--- config.mk ---
export PLATFORM = sky130hd
export DESIGN_NAME = hazard_pipe_regs
export DESIGN_NICKNAME = d
export VERILOG_FILES = /design/src/rtl/hazard_pipe_regs.sv
export SDC_FILE = /design/constraint.sdc
export NUM_CORES = 1
export LEC_CHECK = 0
export ABC_AREA = 1
export CORE_AREA = 8 8 199 201
export DETAILED_ROUTE_END_ITERATION = 12
export DIE_AREA = 0 0 207 209
export REMOVE_ABC_BUFFERS = 1
export SYNTH_ARGS = -nofsm -noshare
export SYNTH_HDL_FRONTEND = slang
export SYNTH_SLANG_ARGS = --single-unit
export TNS_END_PERCENT = 5
--- constraint.sdc ---
create_clock -name clk -period 2.1 [get_ports clk]
set_input_delay 0.42 -clock clk [delete_from_list [all_inputs] [get_ports clk]]
set_output_delay 0.42 -clock clk [all_outputs]
set_load 0.1 [all_outputs]
--- src/rtl/hazard_pipe_regs.sv ---
// PC, IF/ID, ID/EX and EX/MEM registers driven by the hazard unit's enables,
// with saturating stall/flush counters and a sticky enable-mismatch flag.
module hazard_pipe_regs #(
    parameter logic [31:0] RESET_PC = 32'h0000_3000,
    parameter int          CNT_W    = 16
) (
    input  logic             clk,
    input  logic             rst_n,
    input  logic             PC_Wr,
    input  logic             IFID_Wr,
    input  logic             ctrl_Wr,
    input  logic             flush_IFID,
    input  logic [31:0]      pc_next,
    input  logic [31:0]      instr_IF,
    input  logic             RegWr_ID,
    input  logic             MemtoReg_ID,
    input  logic             MemWr_ID,
    input  logic [2:0]       ALUctr_ID,
    input  logic [4:0]       rw_ID,
    input  logic [31:0]      busA_ID,
    input  logic [31:0]      busB_ID,
    input  logic [31:0]      imm_ID,
    input  logic [31:0]      alu_result_Ex,
    output logic [31:0]      PC,
    output logic [31:0]      instr_IFID,
    output logic [31:0]      pcplus4_IFID,
    output logic [4:0]       rs_IFID,
    output logic [4:0]       rt_IFID,
    output logic             RegWr_IDEx,
    output logic             MemtoReg_IDEx,
    output logic             MemWr_IDEx,
    output logic [2:0]       ALUctr_IDEx,
    output logic [4:0]       rt_IDEx,
    output logic [4:0]       rw_Ex,
    output logic [31:0]      busA_IDEx,
    output logic [31:0]      busB_IDEx,
    output logic [31:0]      imm_IDEx,
    output logic             RegWr_ExMem,
    output logic             MemtoReg_ExMem,
    output logic             MemWr_ExMem,
    output logic [4:0]       rw_ExMem,
    output logic [31:0]      alu_ExMem,
    output logic [31:0]      busB_ExMem,
    input  logic             cnt_clr,
    output logic [CNT_W-1:0] stall_cnt,
    output logic [CNT_W-1:0] flush_cnt,
    output logic             en_err
);

    typedef struct packed {
        logic       reg_wr;
        logic       memto_reg;
        logic       mem_wr;
        logic [2:0] alu_ctr;
    } ctrl_t;

    ctrl_t ctrl_id, ctrl_idex;
    logic  stall_evt, flush_evt, en_mismatch;

    // A deasserted ctrl_Wr turns the ID controls into a bubble.
    always_comb begin
        ctrl_id = '0;
        if (ctrl_Wr)
            ctrl_id = '{reg_wr: RegWr_ID, memto_reg: MemtoReg_ID,
                        mem_wr: MemWr_ID, alu_ctr: ALUctr_ID};
    end

    assign rs_IFID       = instr_IFID[25:21];
    assign rt_IFID       = instr_IFID[20:16];
    assign RegWr_IDEx    = ctrl_idex.reg_wr;
    assign MemtoReg_IDEx = ctrl_idex.memto_reg;
    assign MemWr_IDEx    = ctrl_idex.mem_wr;
    assign ALUctr_IDEx   = ctrl_idex.alu_ctr;

    assign stall_evt   = ~ctrl_Wr;
    assign flush_evt   = flush_IFID & IFID_Wr;
    assign en_mismatch = (PC_Wr != IFID_Wr) || (IFID_Wr != ctrl_Wr);

    always_ff @(posedge clk or negedge rst_n) begin
        if (!rst_n) begin
            PC           <= RESET_PC;
            instr_IFID   <= '0;
            pcplus4_IFID <= '0;
        end else begin
            if (PC_Wr)
                PC <= pc_next;
            // A held IF/ID also swallows any flush in the same cycle.
            if (IFID_Wr) begin
                instr_IFID   <= flush_IFID ? 32'h0 : instr_IF;
                pcplus4_IFID <= PC + 32'd4;
            end
        end
    end

    always_ff @(posedge clk or negedge rst_n) begin
        if (!rst_n) begin
            ctrl_idex <= '0;
            rt_IDEx   <= '0;
            rw_Ex     <= '0;
            busA_IDEx <= '0;
            busB_IDEx <= '0;
            imm_IDEx  <= '0;
        end else begin
            ctrl_idex <= ctrl_id;
            rt_IDEx   <= rt_IFID;
            rw_Ex     <= rw_ID;
            busA_IDEx <= busA_ID;
            busB_IDEx <= busB_ID;
            imm_IDEx  <= imm_ID;
        end
    end

    always_ff @(posedge clk or negedge rst_n) begin
        if (!rst_n) begin
            RegWr_ExMem    <= 1'b0;
            MemtoReg_ExMem <= 1'b0;
            MemWr_ExMem    <= 1'b0;
            rw_ExMem       <= '0;
            alu_ExMem      <= '0;
            busB_ExMem     <= '0;
        end else begin
            RegWr_ExMem    <= ctrl_idex.reg_wr;
            MemtoReg_ExMem <= ctrl_idex.memto_reg;
            MemWr_ExMem    <= ctrl_idex.mem_wr;
            rw_ExMem       <= rw_Ex;
            alu_ExMem      <= alu_result_Ex;
            busB_ExMem     <= busB_IDEx;
        end
    end

    // Clear wins over counting; a mismatch in the clear cycle still sets the flag.
    always_ff @(posedge clk or negedge rst_n) begin
        if (!rst_n) begin
            stall_cnt <= '0;
            flush_cnt <= '0;
            en_err    <= 1'b0;
        end else begin
            if (cnt_clr) begin
                stall_cnt <= '0;
                flush_cnt <= '0;
            end else begin
                if (stall_evt && stall_cnt != '1)
                    stall_cnt <= stall_cnt + 1'b1;
                if (flush_evt && flush_cnt != '1)
                    flush_cnt <= flush_cnt + 1'b1;
            end
            if (en_mismatch)
                en_err <= 1'b1;
            else if (cnt_clr)
                en_err <= 1'b0;
        end
    end

endmodule

==> results.cfg <==
[status]
status = complete, no violations

[global_routing]
grt_pass1_wl_um = 64600
antenna_found_initial = 5
grt_max_degree = 64
grt_use_total_pct = 19.5
grt_pass1_vias = 9801
overflow = 0

[finish]
drive_gt1_share_pct = 25.8
nets = 1852
fillers = 3410
final_common_cell = nand2_1
layout_common_cells = 346 x nand2_1, 338 x buf_4, 311 x dfrtp_1
syn2layout_area_growth_pct = 56.8
fin_cells = 2134

[die]
coreArea_um2 = 36300
die_w_um = 207
dieArea_um2 = 43300
die_h_um = 209
initial_utilization_pct = 30.9
rows = 70
io_pins = 533

[clocking]
path_clk_slew_ps = 60
clk-insertion-delay-late_ps = 520
clockRootBuffer = clkbuf_16
cts_buffers = 36
clock-sinks = 313
ctsLongestPathBuffers = 3
cts_tree = done
htree_levels = 2

[critical_path]
path_cells = buf_4
crit_required_ps = 1680
cp_max_fo = 4
cp-start-kind = register
cpLargestDelayFamily = flip-flops
worst-endpoint-arrival_ps = 1380
critical_path_buf_inv_count = 1
worstSetupEndpointType = output pin
cpPeakStageDelay_ps = 510
worstSetupPathType = register to output pin
slowest_stage = dfrtp_1

[sta]
drv_slew = 0
slew-limit-headroom_pct = 65.6
min_period_over_period_pct = 85.8
maxClockFrequency_ghz = 0.555
setup_ws_ps = 298
finalSetupViolCount = 0
tightest_slew_ps = 517
hold_viol_final = 0
period_minus_slack_ps = 1800
skew_ps = 9.02
rsz0062_at_grt = no

[place]
hpwl_um = 34100
pre_cts_slack_ps = 117
portBuffers = 532
dp.cells = 2068
gp_congestion = 0.857

[logic_synthesis]
post-synth-top-area-fraction_pct = 69.4
synth-edff-count = 0
syn_area_per_cell_um2 = 10.4
yosysTopAreaCell = dfrtp_1
async_flop_share_pct = 100
yosysSeqAreaShare_pct = 69.9
synth.area.top_cells = dfrtp_1 69%, nand2_1 12%, inv_1 3.4%
synth_seq_cells = 313
synthFlopType = dfrtp_1
synth_cell_type_count = 28
syn_inst = 1082
synthesis.area_um2 = 11200
yosysWarnings = 0

[power]
power_density_nw_per_um2 = 993
ir_drop_v = 0.000704
p_comb_share_pct = 26.0
power.internal_mw = 11.2
switching_share_pct = 36.1
seqPwrFrac_pct = 38.1
p_sw_mw = 6.29
p_leak_nw = 8.65
p_clk_share_pct = 35.8

[drt]
vias_per_cell = 4.41
routed-wl-met2_um = 21200
drt_pass1_iterations = 5
drc_errors = 0
met1_length_um = 17100
ant_nets = 0
dr_wl_met3_um = 3560
post_drt_wl_per_cell_um = 20.2
top_layer = met5
route.vias.total = 9409
drtIter0Drc = 502
wl_um = 43000

[flow_run]
cap_violations = 0

[hold_path]
worstHoldPathType = primary input to register
worst reg2reg max path: cells and delay by family, from the launching register on:
kind          cells  cell delay [ps]
flops             1              600
simple gates      7             1010
cells by family (layout without fill, tap and decap cells):
| group | count (synthesis) | count (layout) | synth area share [%] |
|---|---|---|---|
| AO/OA/AOI/OAI | 87 | 87 | 3.95 |
| buffers and inverters | 142 | 722 | 5.25 |
| other | 0 | 4 | 0 |
| XOR/XNOR | 12 | 12 | 0.937 |
| adder cells (fa/ha/maj) | 3 | 3 | 0.335 |
| AND/OR/NAND/NOR | 525 | 525 | 19.7 |
| flip-flops | 313 | 313 | 69.9 |
metrics by stage:
step	power (mW)	setup TNS [ps]	area, µm²	util (%)	hold slack, ps
6_report	17.5	0	17600	48.5	230
3_3_place_gp	11.3	0	16400	45.2	357
5_1_grt	18.1	0	17600	48.5	230
3_5_place_dp	11.3	0	16400	45.2	364
2_1_floorplan	9.78	-3140	11000	-	124
4_1_cts	17.7	0	17600	48.5	214
metal layers:
layer	global-route usage, %	up-vias
met5	0	-
met4	6.46	2
met3	6.88	61
met2	32.8	380
met1	22.9	4484
li1	-	4482
area by class of cell:
| class | count | area (µm²) | share of cell area, % |
|---|---|---|---|
| tap | 468 | 586 | 3.33 |
| clock buffer | 50 | 1030 | 5.83 |
| multi-input combinational | 627 | 2790 | 15.9 |
| clock inverter | 11 | 146 | 0.832 |
| timing repair buffer | 556 | 4800 | 27.3 |
| sequential | 313 | 7840 | 44.6 |
| antenna | 4 | 10.0 | 0.0569 |
| inverter | 105 | 394 | 2.24 |
path summary, 6_finish.rpt:
| check | slack [ps] | depth (start not counted) | to | startpoint |
|---|---|---|---|---|
| min in group asynchronous | 390 | 2 | PC[26]$_DFFE_PN0P_ | rst_n |
| hold / removal | 230 | 3 | PC[0]$_DFFE_PN0P_ | PC_Wr |
| setup reg to reg | 390 | 7 | pcplus4_IFID[23]$_DFFE_PN0P_ | PC[12]$_DFFE_PN1P_ |
| setup / recovery | 300 | 1 | rt_IFID[2] | instr_IFID[18]$_DFFE_PN0P_ |
| max in group asynchronous | 870 | 4 | busA_IDEx[21]$_DFF_PN0_ | rst_n |
| hold reg to reg | 370 | 0 | rw_ExMem[3]$_DFF_PN0_ | rw_Ex[3]$_DFF_PN0_ |
flip-flops by register name (all words and copies together) (netlist names), 3 cells and up:
register,count
rw_Ex,5
instr_IFID,32
flush_cnt,16
imm_IDEx,32
stall_cnt,16
busA_IDEx,32
busB_IDEx,32
busB_ExMem,32
ALUctr_IDEx,3
rw_ExMem,5
alu_ExMem,32
PC,32
rt_IDEx,5
pcplus4_IFID,32
power by group through the flow:
stage          clock, mW  combinational [mW]  sequential [mW]
6_report            6.26                4.54             6.66
5_1_grt             6.68                4.70             6.70
4_1_cts             6.44                4.58             6.66
3_5_place_dp           0                4.58             6.76
3_3_place_gp           0                4.56             6.76
2_1_floorplan          0               0.274             9.51
timing repair:
action                                  CTS  global route
gates resized for setup                   0             0
endpoints found under the hold margin    37             0
setup buffers                             0             0
hold buffers                              1             0
endpoints found under the setup margin    0             0
synth_stat cells (all sizes together) (3+ instances only):
cell type and count:
nand2 352, dfrtp 311, inv 105, nor2 82, o21ai 80, nand3 66, buf 19, clkbuf 18
nand4 17, xor2 11, a21oi 3, and2 3, ha 3
Note: power is estimated with default switching activity, not from simulation.
